==> src/rtl/extend_rr_arbiter_if.sv <==
// -----------------------------------------------------------------------------
// extend_rr_arbiter_if
//   Bundles the requester-side and consumer-side handshakes of the shared
//   sign/zero-extension unit. The signal suffixes (_i/_o) are written from the
//   arbiter's point of view, so the slave modport is the arbiter itself.
//
//   Requester side (NREQ lanes, packed):
//     req_valid_i  [NREQ-1:0]     request valid per requester
//     req_ready_o  [NREQ-1:0]     one-hot (or zero) accept
//     req_data_i   [16*NREQ-1:0]  requester k data at [16k+15:16k]
//     req_mode_i   [2*NREQ-1:0]   requester k mode at [2k+1:2k]
//   Consumer side:
//     resp_valid_o                result valid
//     resp_ready_i                consumer accepts result
//     resp_data_o  [31:0]         extended result
//     resp_id_o    [IDW-1:0]      index of the producing requester
//   Status:
//     busy_o                      mirrors resp_valid_o
//     done_cnt_o   [15:0]         completed responses, wrapping
// -----------------------------------------------------------------------------
interface extend_rr_arbiter_if #(
  parameter int NREQ = 4,
  parameter int IDW  = $clog2(NREQ)
) ();

  logic [NREQ-1:0]    req_valid_i;
  logic [NREQ-1:0]    req_ready_o;
  logic [16*NREQ-1:0] req_data_i;
  logic [2*NREQ-1:0]  req_mode_i;
  logic               resp_valid_o;
  logic               resp_ready_i;
  logic [31:0]        resp_data_o;
  logic [IDW-1:0]     resp_id_o;
  logic               busy_o;
  logic [15:0]        done_cnt_o;

  // Arbiter side.
  modport slave (
    input  req_valid_i,
    input  req_data_i,
    input  req_mode_i,
    input  resp_ready_i,
    output req_ready_o,
    output resp_valid_o,
    output resp_data_o,
    output resp_id_o,
    output busy_o,
    output done_cnt_o
  );

  // Requesters plus consumer, as seen from outside the arbiter.
  modport master (
    output req_valid_i,
    output req_data_i,
    output req_mode_i,
    output resp_ready_i,
    input  req_ready_o,
    input  resp_valid_o,
    input  resp_data_o,
    input  resp_id_o,
    input  busy_o,
    input  done_cnt_o
  );

endinterface

==> src/rtl/extend_rr_arbiter.sv <==
// -----------------------------------------------------------------------------
// extend_rr_arbiter
//   One registered 8/16 -> 32 bit sign/zero-extension datapath shared by NREQ
//   requesters (load unit, immediate decoder, debug port, ...). Requesters are
//   served round-robin; the result sits in a one-deep output register with a
//   valid/ready handshake toward the register-write path.
//
//   Ports:
//     clk_i     clock, all state on the rising edge
//     areset_i  asynchronous active-high reset; also forces req_ready_o low
//     bus       extend_rr_arbiter_if.slave (request lanes, response, status)
//
//   Mode encoding per request: 00 zext byte, 01 sext byte,
//                              10 zext half, 11 sext half.
//   A new request is accepted whenever the output register is empty or is
//   being drained in the same cycle, giving one result per cycle back-to-back.
// -----------------------------------------------------------------------------
module extend_rr_arbiter #(
  parameter int NREQ = 4,
  parameter int IDW  = $clog2(NREQ)
) (
  input logic                clk_i,
  input logic                areset_i,
  extend_rr_arbiter_if.slave bus
);

  typedef enum logic [0:0] {
    ST_EMPTY = 1'b0,
    ST_FULL  = 1'b1
  } state_t;

  // ---------------------------------------------------------------------------
  // Helpers
  // ---------------------------------------------------------------------------

  // Sign/zero extension of a 16-bit lane; byte modes ignore d[15:8].
  function automatic logic [31:0] f_extend(input logic [15:0] d,
                                           input logic [1:0]  mode);
    logic [31:0] res;
    case (mode)
      2'b00:   res = {24'h000000, d[7:0]};
      2'b01:   res = {{24{d[7]}}, d[7:0]};
      2'b10:   res = {16'h0000, d[15:0]};
      2'b11:   res = {{16{d[15]}}, d[15:0]};
      default: res = 32'h0000_0000;
    endcase
    return res;
  endfunction

  // (base + off) modulo NREQ. Both operands are below NREQ, so a single
  // conditional subtraction is enough, including for non-power-of-two NREQ.
  function automatic logic [IDW-1:0] f_wrap_add(input logic [IDW-1:0] base,
                                                input int unsigned    off);
    logic [IDW:0] sum;
    sum = {1'b0, base} + off[IDW:0];
    if (sum >= (IDW+1)'(NREQ)) begin
      sum = sum - (IDW+1)'(NREQ);
    end else begin
      sum = sum;
    end
    return sum[IDW-1:0];
  endfunction

  // ---------------------------------------------------------------------------
  // State
  // ---------------------------------------------------------------------------
  state_t         r_state;
  logic           r_resp_valid;
  logic [31:0]    r_resp_data;
  logic [IDW-1:0] r_resp_id;
  logic [15:0]    r_done_cnt;
  logic [IDW-1:0] r_ptr;        // highest-priority requester for next grant

  // ---------------------------------------------------------------------------
  // Combinational arbitration
  // ---------------------------------------------------------------------------
  logic            w_can_accept;
  logic            w_found;
  logic [IDW-1:0]  w_grant_idx;
  logic            w_grant;
  logic [NREQ-1:0] w_grant_oh;
  logic [15:0]     w_sel_data;
  logic [1:0]      w_sel_mode;
  logic [31:0]     w_ext_data;
  logic [IDW-1:0]  w_ptr_next;
  logic            w_complete;

  // The slot frees up either when empty or when the consumer drains it now.
  assign w_can_accept = (r_state == ST_EMPTY) || bus.resp_ready_i;
  assign w_complete   = r_resp_valid && bus.resp_ready_i;

  // Round-robin scan starting at r_ptr; first valid requester wins.
  always_comb begin
    w_found     = 1'b0;
    w_grant_idx = '0;
    for (int k = 0; k < NREQ; k++) begin
      if (!w_found && bus.req_valid_i[f_wrap_add(r_ptr, k)]) begin
        w_found     = 1'b1;
        w_grant_idx = f_wrap_add(r_ptr, k);
      end else begin
        w_found     = w_found;
        w_grant_idx = w_grant_idx;
      end
    end
  end

  // Reset must silence every ready line even though the scan itself is
  // purely combinational.
  assign w_grant = w_can_accept && w_found && !areset_i;

  // One-hot accept toward the granted requester, zero otherwise.
  always_comb begin
    if (w_grant) begin
      w_grant_oh = {{(NREQ-1){1'b0}}, 1'b1} << w_grant_idx;
    end else begin
      w_grant_oh = '0;
    end
  end

  // Operand mux and extension of the granted lane.
  always_comb begin
    w_sel_data = bus.req_data_i[16*int'(w_grant_idx) +: 16];
    w_sel_mode = bus.req_mode_i[2*int'(w_grant_idx) +: 2];
    w_ext_data = f_extend(w_sel_data, w_sel_mode);
  end

  // Pointer moves one past the winner, wrapping at NREQ-1.
  always_comb begin
    if (w_grant_idx == IDW'(NREQ-1)) begin
      w_ptr_next = '0;
    end else begin
      w_ptr_next = w_grant_idx + IDW'(1);
    end
  end

  // ---------------------------------------------------------------------------
  // Output register FSM, result register, pointer and completion counter
  // ---------------------------------------------------------------------------
  // Single state machine owning every register of the block.
  always_ff @(posedge clk_i or posedge areset_i) begin
    if (areset_i) begin
      r_state      <= ST_EMPTY;
      r_resp_valid <= 1'b0;
      r_resp_data  <= 32'h0000_0000;
      r_resp_id    <= '0;
      r_done_cnt   <= 16'h0000;
      r_ptr        <= '0;
    end else begin
      // Counts drains in every case, including back-to-back reloads.
      if (w_complete) begin
        r_done_cnt <= r_done_cnt + 16'h0001;
      end else begin
        r_done_cnt <= r_done_cnt;
      end

      case (r_state)
        ST_EMPTY: begin
          if (w_grant) begin
            r_state      <= ST_FULL;
            r_resp_valid <= 1'b1;
            r_resp_data  <= w_ext_data;
            r_resp_id    <= w_grant_idx;
            r_ptr        <= w_ptr_next;
          end else begin
            r_state      <= ST_EMPTY;
            r_resp_valid <= 1'b0;
          end
        end

        ST_FULL: begin
          if (bus.resp_ready_i && w_grant) begin
            // Drain and reload in the same cycle.
            r_state      <= ST_FULL;
            r_resp_valid <= 1'b1;
            r_resp_data  <= w_ext_data;
            r_resp_id    <= w_grant_idx;
            r_ptr        <= w_ptr_next;
          end else if (bus.resp_ready_i) begin
            // Data/id keep their last values after the drain.
            r_state      <= ST_EMPTY;
            r_resp_valid <= 1'b0;
          end else begin
            r_state      <= ST_FULL;
            r_resp_valid <= 1'b1;
          end
        end

        default: begin
          r_state      <= ST_EMPTY;
          r_resp_valid <= 1'b0;
        end
      endcase
    end
  end

  // ---------------------------------------------------------------------------
  // Outputs
  // ---------------------------------------------------------------------------
  assign bus.req_ready_o  = w_grant_oh;
  assign bus.resp_valid_o = r_resp_valid;
  assign bus.resp_data_o  = r_resp_data;
  assign bus.resp_id_o    = r_resp_id;
  assign bus.busy_o       = r_resp_valid;
  assign bus.done_cnt_o   = r_done_cnt;

endmodule

==> src/flat_wrapper.sv <==
// flat-port wrapper written by rule: the top's interface ports become plain ports
module extend_rr_arbiter_flat 
#(
  parameter int NREQ = 4,
  parameter int IDW  = $clog2(NREQ)
)
  (clk_i, areset_i, bus_req_valid_i, bus_req_data_i, bus_req_mode_i, bus_resp_ready_i, bus_req_ready_o, bus_resp_valid_o, bus_resp_data_o, bus_resp_id_o, bus_busy_o, bus_done_cnt_o);
  extend_rr_arbiter_if #(.NREQ(NREQ), .IDW(IDW)) bus_i ();
  input logic clk_i;
  input logic areset_i;
  input wire logic [$bits(bus_i.req_valid_i)-1:0] bus_req_valid_i;
  input wire logic [$bits(bus_i.req_data_i)-1:0] bus_req_data_i;
  input wire logic [$bits(bus_i.req_mode_i)-1:0] bus_req_mode_i;
  input wire logic [$bits(bus_i.resp_ready_i)-1:0] bus_resp_ready_i;
  output wire logic [$bits(bus_i.req_ready_o)-1:0] bus_req_ready_o;
  output wire logic [$bits(bus_i.resp_valid_o)-1:0] bus_resp_valid_o;
  output wire logic [$bits(bus_i.resp_data_o)-1:0] bus_resp_data_o;
  output wire logic [$bits(bus_i.resp_id_o)-1:0] bus_resp_id_o;
  output wire logic [$bits(bus_i.busy_o)-1:0] bus_busy_o;
  output wire logic [$bits(bus_i.done_cnt_o)-1:0] bus_done_cnt_o;
  assign bus_i.req_valid_i = bus_req_valid_i;
  assign bus_i.req_data_i = bus_req_data_i;
  assign bus_i.req_mode_i = bus_req_mode_i;
  assign bus_i.resp_ready_i = bus_resp_ready_i;
  assign bus_req_ready_o = bus_i.req_ready_o;
  assign bus_resp_valid_o = bus_i.resp_valid_o;
  assign bus_resp_data_o = bus_i.resp_data_o;
  assign bus_resp_id_o = bus_i.resp_id_o;
  assign bus_busy_o = bus_i.busy_o;
  assign bus_done_cnt_o = bus_i.done_cnt_o;
  extend_rr_arbiter #(.NREQ(NREQ), .IDW(IDW)) u_core (.clk_i(clk_i), .areset_i(areset_i), .bus(bus_i));
endmodule
==> config.mk <==
export PLATFORM = sky130hd
export DESIGN_NAME = extend_rr_arbiter_flat
export DESIGN_NICKNAME = d
export VERILOG_FILES = /design/src/rtl/extend_rr_arbiter_if.sv /design/src/rtl/extend_rr_arbiter.sv /design/src/flat_wrapper.sv
export SDC_FILE = /design/constraint.sdc
export NUM_CORES = 1
export LEC_CHECK = 0
export BUFFER_PORTS_ARGS = -buffer_cell sky130_fd_sc_hd__buf_4
export CORE_ASPECT_RATIO = 1.25
export CORE_MARGIN = 2
export CORE_UTILIZATION = 40
export DETAILED_ROUTE_END_ITERATION = 10
export GPL_ROUTABILITY_DRIVEN = 1
export PLACE_DENSITY = 0.81
export REMOVE_ABC_BUFFERS = 1
export SLEW_MARGIN = 10
export SYNTH_ARGS = -nofsm -noshare
export SYNTH_HDL_FRONTEND = slang
export SYNTH_SLANG_ARGS = --single-unit
export TNS_END_PERCENT = 1
==> constraint.sdc <==
create_clock -name clk_i -period 5.75 [get_ports clk_i]
set_input_delay 0.2875 -clock clk_i [delete_from_list [all_inputs] [get_ports clk_i]]
set_output_delay 0.2875 -clock clk_i [all_outputs]
set_load 0.01 [all_outputs]
==> results.md <==
- The run finished with clean final reports.
- The global-route congestion overflow total is 0.
- Prior to clock tree synthesis, the placed netlist has a worst setup slack of 3090 ps.
- Global routing consumed, on the met3 layer, 5.36% of the routing resources.
- The mapped cell area is 0.00239 mm^2.
- The number of antenna violations at the first check in global routing is 0.
- The height of the die is 90.4 um.
- The maximum number of pins on one net before global-route repair is 40.
- The most used routing layer is met2.
- In this run the worst path has a maximum fanout of 38.
- In the layout the commonest cells are buf_4 (138), nand2_1 (89), nand3_1 (44), dfrtp_1 (38), a21oi_1 (13).
- The post-detailed-route count of antenna-violating nets is 0.
- The data required time of the critical path is 5460 ps.
- The worst path needs 2990 ps of the cycle, external delays included.
- Based on the critical path, the design can be clocked at up to 334 MHz.
- The largest individual stage delay along the critical path comes from the cell inv_1.
- The peak per-stage delay on the critical path is 710 ps.
- The worst slack on hold paths is 127 ps.
- The clock tree root buffer cell is clkbuf_8.
- Setup repair after global routing left no endpoint under its margin.
- Global routing consumed, over all layers together, 18.4% of the routing resources.
- In this run, CTS created clock tree buffers numbering 5.
- The count of endpoints failing hold in the final timing report was 0.
- The worst path uses 52.1% of the clock period.
- The final worst slack is 2760 ps.
- The detailed router placed 2395 vias in this run.
- The clock passes through at most 2 buffers.
- The count of state elements after synthesis is 38.
- Dividing the detail-routed wire length by the instance count gives 13.1 um.
- In this run the worst hold path is classified as in2async.
- The count of boundary I/O pins is 135.
- The number of design rule violations left after detail routing is 0.
- dfrtp_1 takes more of the synthesized area than any other cell.
- The count of clock tree sinks is 38.
- The clock-pin slew reported for the worst setup and hold paths after clock tree synthesis is 70 ps.
- The kind of start point of the critical path is a flip-flop.
- The normalized max-slew margin is 39.3%.
- The congestion estimate from routability-driven global placement came to 0.834.
- The power per unit of standard cell area is 379 mW/mm^2.
- Synthesis produced a netlist whose cell count is 295.
- Setup violations remaining at the end of the flow were counted as 0.
- The synthesized netlist contains 32 unique library cells.
- The first global-routing pass estimated 9780 um of wire.
- The via count of the first global-routing pass is 2185.
- For met1 alone, demand over resource in global routing was 21.5%.
- The gate family responsible for the most delay along the worst path is buffers and inverters.
- The chip width is 73.1 um.
- STA classifies the critical path endpoint as an output port.
- The detailed router finished its first iteration with 112 violations.
- The insertion delay of the later-clocked pin in the worst-skew pair is 280 ps.
- The number of standard-cell rows in the floorplan is 31.
- The detailed-routing iteration count for the pre-antenna-repair pass is 6.
- After synthesis, the mean cell area works out to 8.09 um^2.
- For this configuration, the core starts out at a cell density of 41.3%.
- The clock tree synthesis step divided the H-tree into 2 levels.
- The standby leakage power is 1.79 nW.
- The worst setup path is of the reg2out kind.
- The number of vias per cell after detailed routing is 5.03.
- In this design, the critical path's most frequently occurring cell is buf_4.
- The die area is 0.00660 mm^2.
- The total count of max-transition violations in the final report is 0.
- The clock tree skew after final layout is 4.85 ps.
- Yosys printed 0 warnings.
- The final net count is 494.
- The worst vdd rail ir drop is 153 uV.
- The count of cells resized by post-cts repair is 0.
- The number of max-cap violations is 0.
- For this run, the register share of the synthesized area comes to 39.9%.
- By area the synthesized netlist is led by dfrtp_1 (40%), nand2_1 (14%), nand3_1 (9.2%).
- The floorplan step defined a core boundary enclosing 0.00578 mm^2.
- The final wirelength is 6220 um.
- The number of hold-repair buffers added at the cts stage is 0.
- The wire-length estimate of the detail-placed layout is 4670 um.
- The number of diodes is 0.
- Leaving out fill and tap cells, the most frequent cell in the layout is buf_4.
- The combined buffer and inverter count along the critical path is 3.
- The total of fill cells in the finished design is 513.
- The critical path goes through a21oi_1, o32a_1, buf_4, inv_1, ha_1, and2_1, buf_4.
- Buffers added to address setup during post-CTS repair amount to 0.
- After synthesis, the largest area contributor takes up 39.9% of total cell area.
- The post-synthesis to final-layout area growth is 42.3%.
- The CTS tree is done.
- The met2 track demand over resource is 31.8%.
- For the pin with the worst max-slew slack, the measured transition is 910 ps.
- During placement, the flow inserted port buffers numbering 134.
- The total negative setup slack is 0 ps.
- The share of final-layout standard cells stronger than drive strength 1 is 36.1%.
- The arrival time at the worst endpoint is 2710 ps.
[cells by family (layout without fill, tap and decap cells)]
family / after synthesis / count (layout) / synth area share (%)
compound gates: 27 / 27 / 6.92
xor+xnor: 15 / 15 / 5.51
fa+ha+maj: 5 / 5 / 2.62
buf+inv: 35 / 150 / 8.91
flops: 38 / 38 / 39.9
mux: 14 / 14 / 6.24
simple gates: 161 / 161 / 29.9
[path summary, 6_finish.rpt]
check	cells past startpoint	endpoint	from	slack, ps
min reg2reg	1	u_core.bus.done_cnt_o[15]$_DFFE_PP0P_	u_core.bus.done_cnt_o[15]$_DFFE_PP0P_	470
min	3	u_core.bus.resp_data_o[30]$_DFFE_PP0P_	areset_i	130
max in group asynchronous	3	u_core.bus.done_cnt_o[0]$_DFFE_PP0P_	areset_i	5290
min in group clk_i	3	u_core.r_state$_DFF_PP0_	bus_req_valid_i[2]	290
max	7	bus_req_ready_o[1]	u_core.r_ptr[1]$_DFFE_PP0P_	2760
max reg2reg	8	u_core.bus.resp_data_o[11]$_DFFE_PP0P_	u_core.r_ptr[1]$_DFFE_PP0P_	3250
[cells in the mapped netlist]
master,n
nand4_1,2
a31oi_1,7
mux2i_2,2
nand3_1,44
buf_4,16
clkbuf_1,7
a21o_1,1
xor2_1,3
and2_1,4
dfrtp_1,38
a21boi_0,1
a21oi_1,13
nor3_1,1
nand2_1,89
nor2_1,12
mux2i_1,11
o41ai_1,1
xnor2_1,12
nor2b_1,2
nand2b_1,4
o21ai_1,1
ha_1,5
buf_6,2
and4_1,1
nand3b_4,1
o21ai_0,1
buf_2,5
a211oi_2,1
inv_1,5
and3_1,1
mux2_2,1
o32a_1,1
[where the power goes]
part	switching [mW]	leakage (nW)	internal [mW]	total, mW
Combinational	0.355	1.27	0.332	0.687
Clock	0.0835	0.0383	0.0834	0.167
Sequential	0.0805	0.475	0.350	0.431
Total	0.519	1.79	0.766	1.29
[stage by stage]
stage	power (mW)	instance area [um^2]	std cells	util, %
final	1.29	3390	476	58.7
after global routing	1.38	3390	476	58.7
after CTS	1.30	3390	476	58.7
after detailed placement	1.13	3320	469	57.4
after global placement	1.11	3320	469	57.4
after floorplan	0.788	2190	265	-
[flip-flops by register name (all words and copies together) (netlist names)]
signal and cells:
u_core.bus.resp_data_o 17, u_core.r_ptr 2, u_core.bus.done_cnt_o 16, u_core.r_state 1, u_core.bus.resp_id_o 2
[cell type report]
class	count	area [um^2]	share of cell area [%]
Sequential cell	38	951	28.0
Inverter	5	18.8	0.553
Multi-Input combinational cell	222	1230	36.2
Timing Repair Buffer	138	1040	30.5
Clock buffer	7	76.3	2.25
Tap cell	66	82.6	2.43
[worst min-delay path, cell delays in order]
cell and delay [ps]:
buf_4 110, inv_1 40, buf_4 410
[layer usage]
layer	vias up	routed length (um)
li1	1189	-
met1	1085	2500
met5	-	0
met3	12	472
met2	109	3150
met4	0	95
No activity file was read; power rests on OpenSTA's default activity.
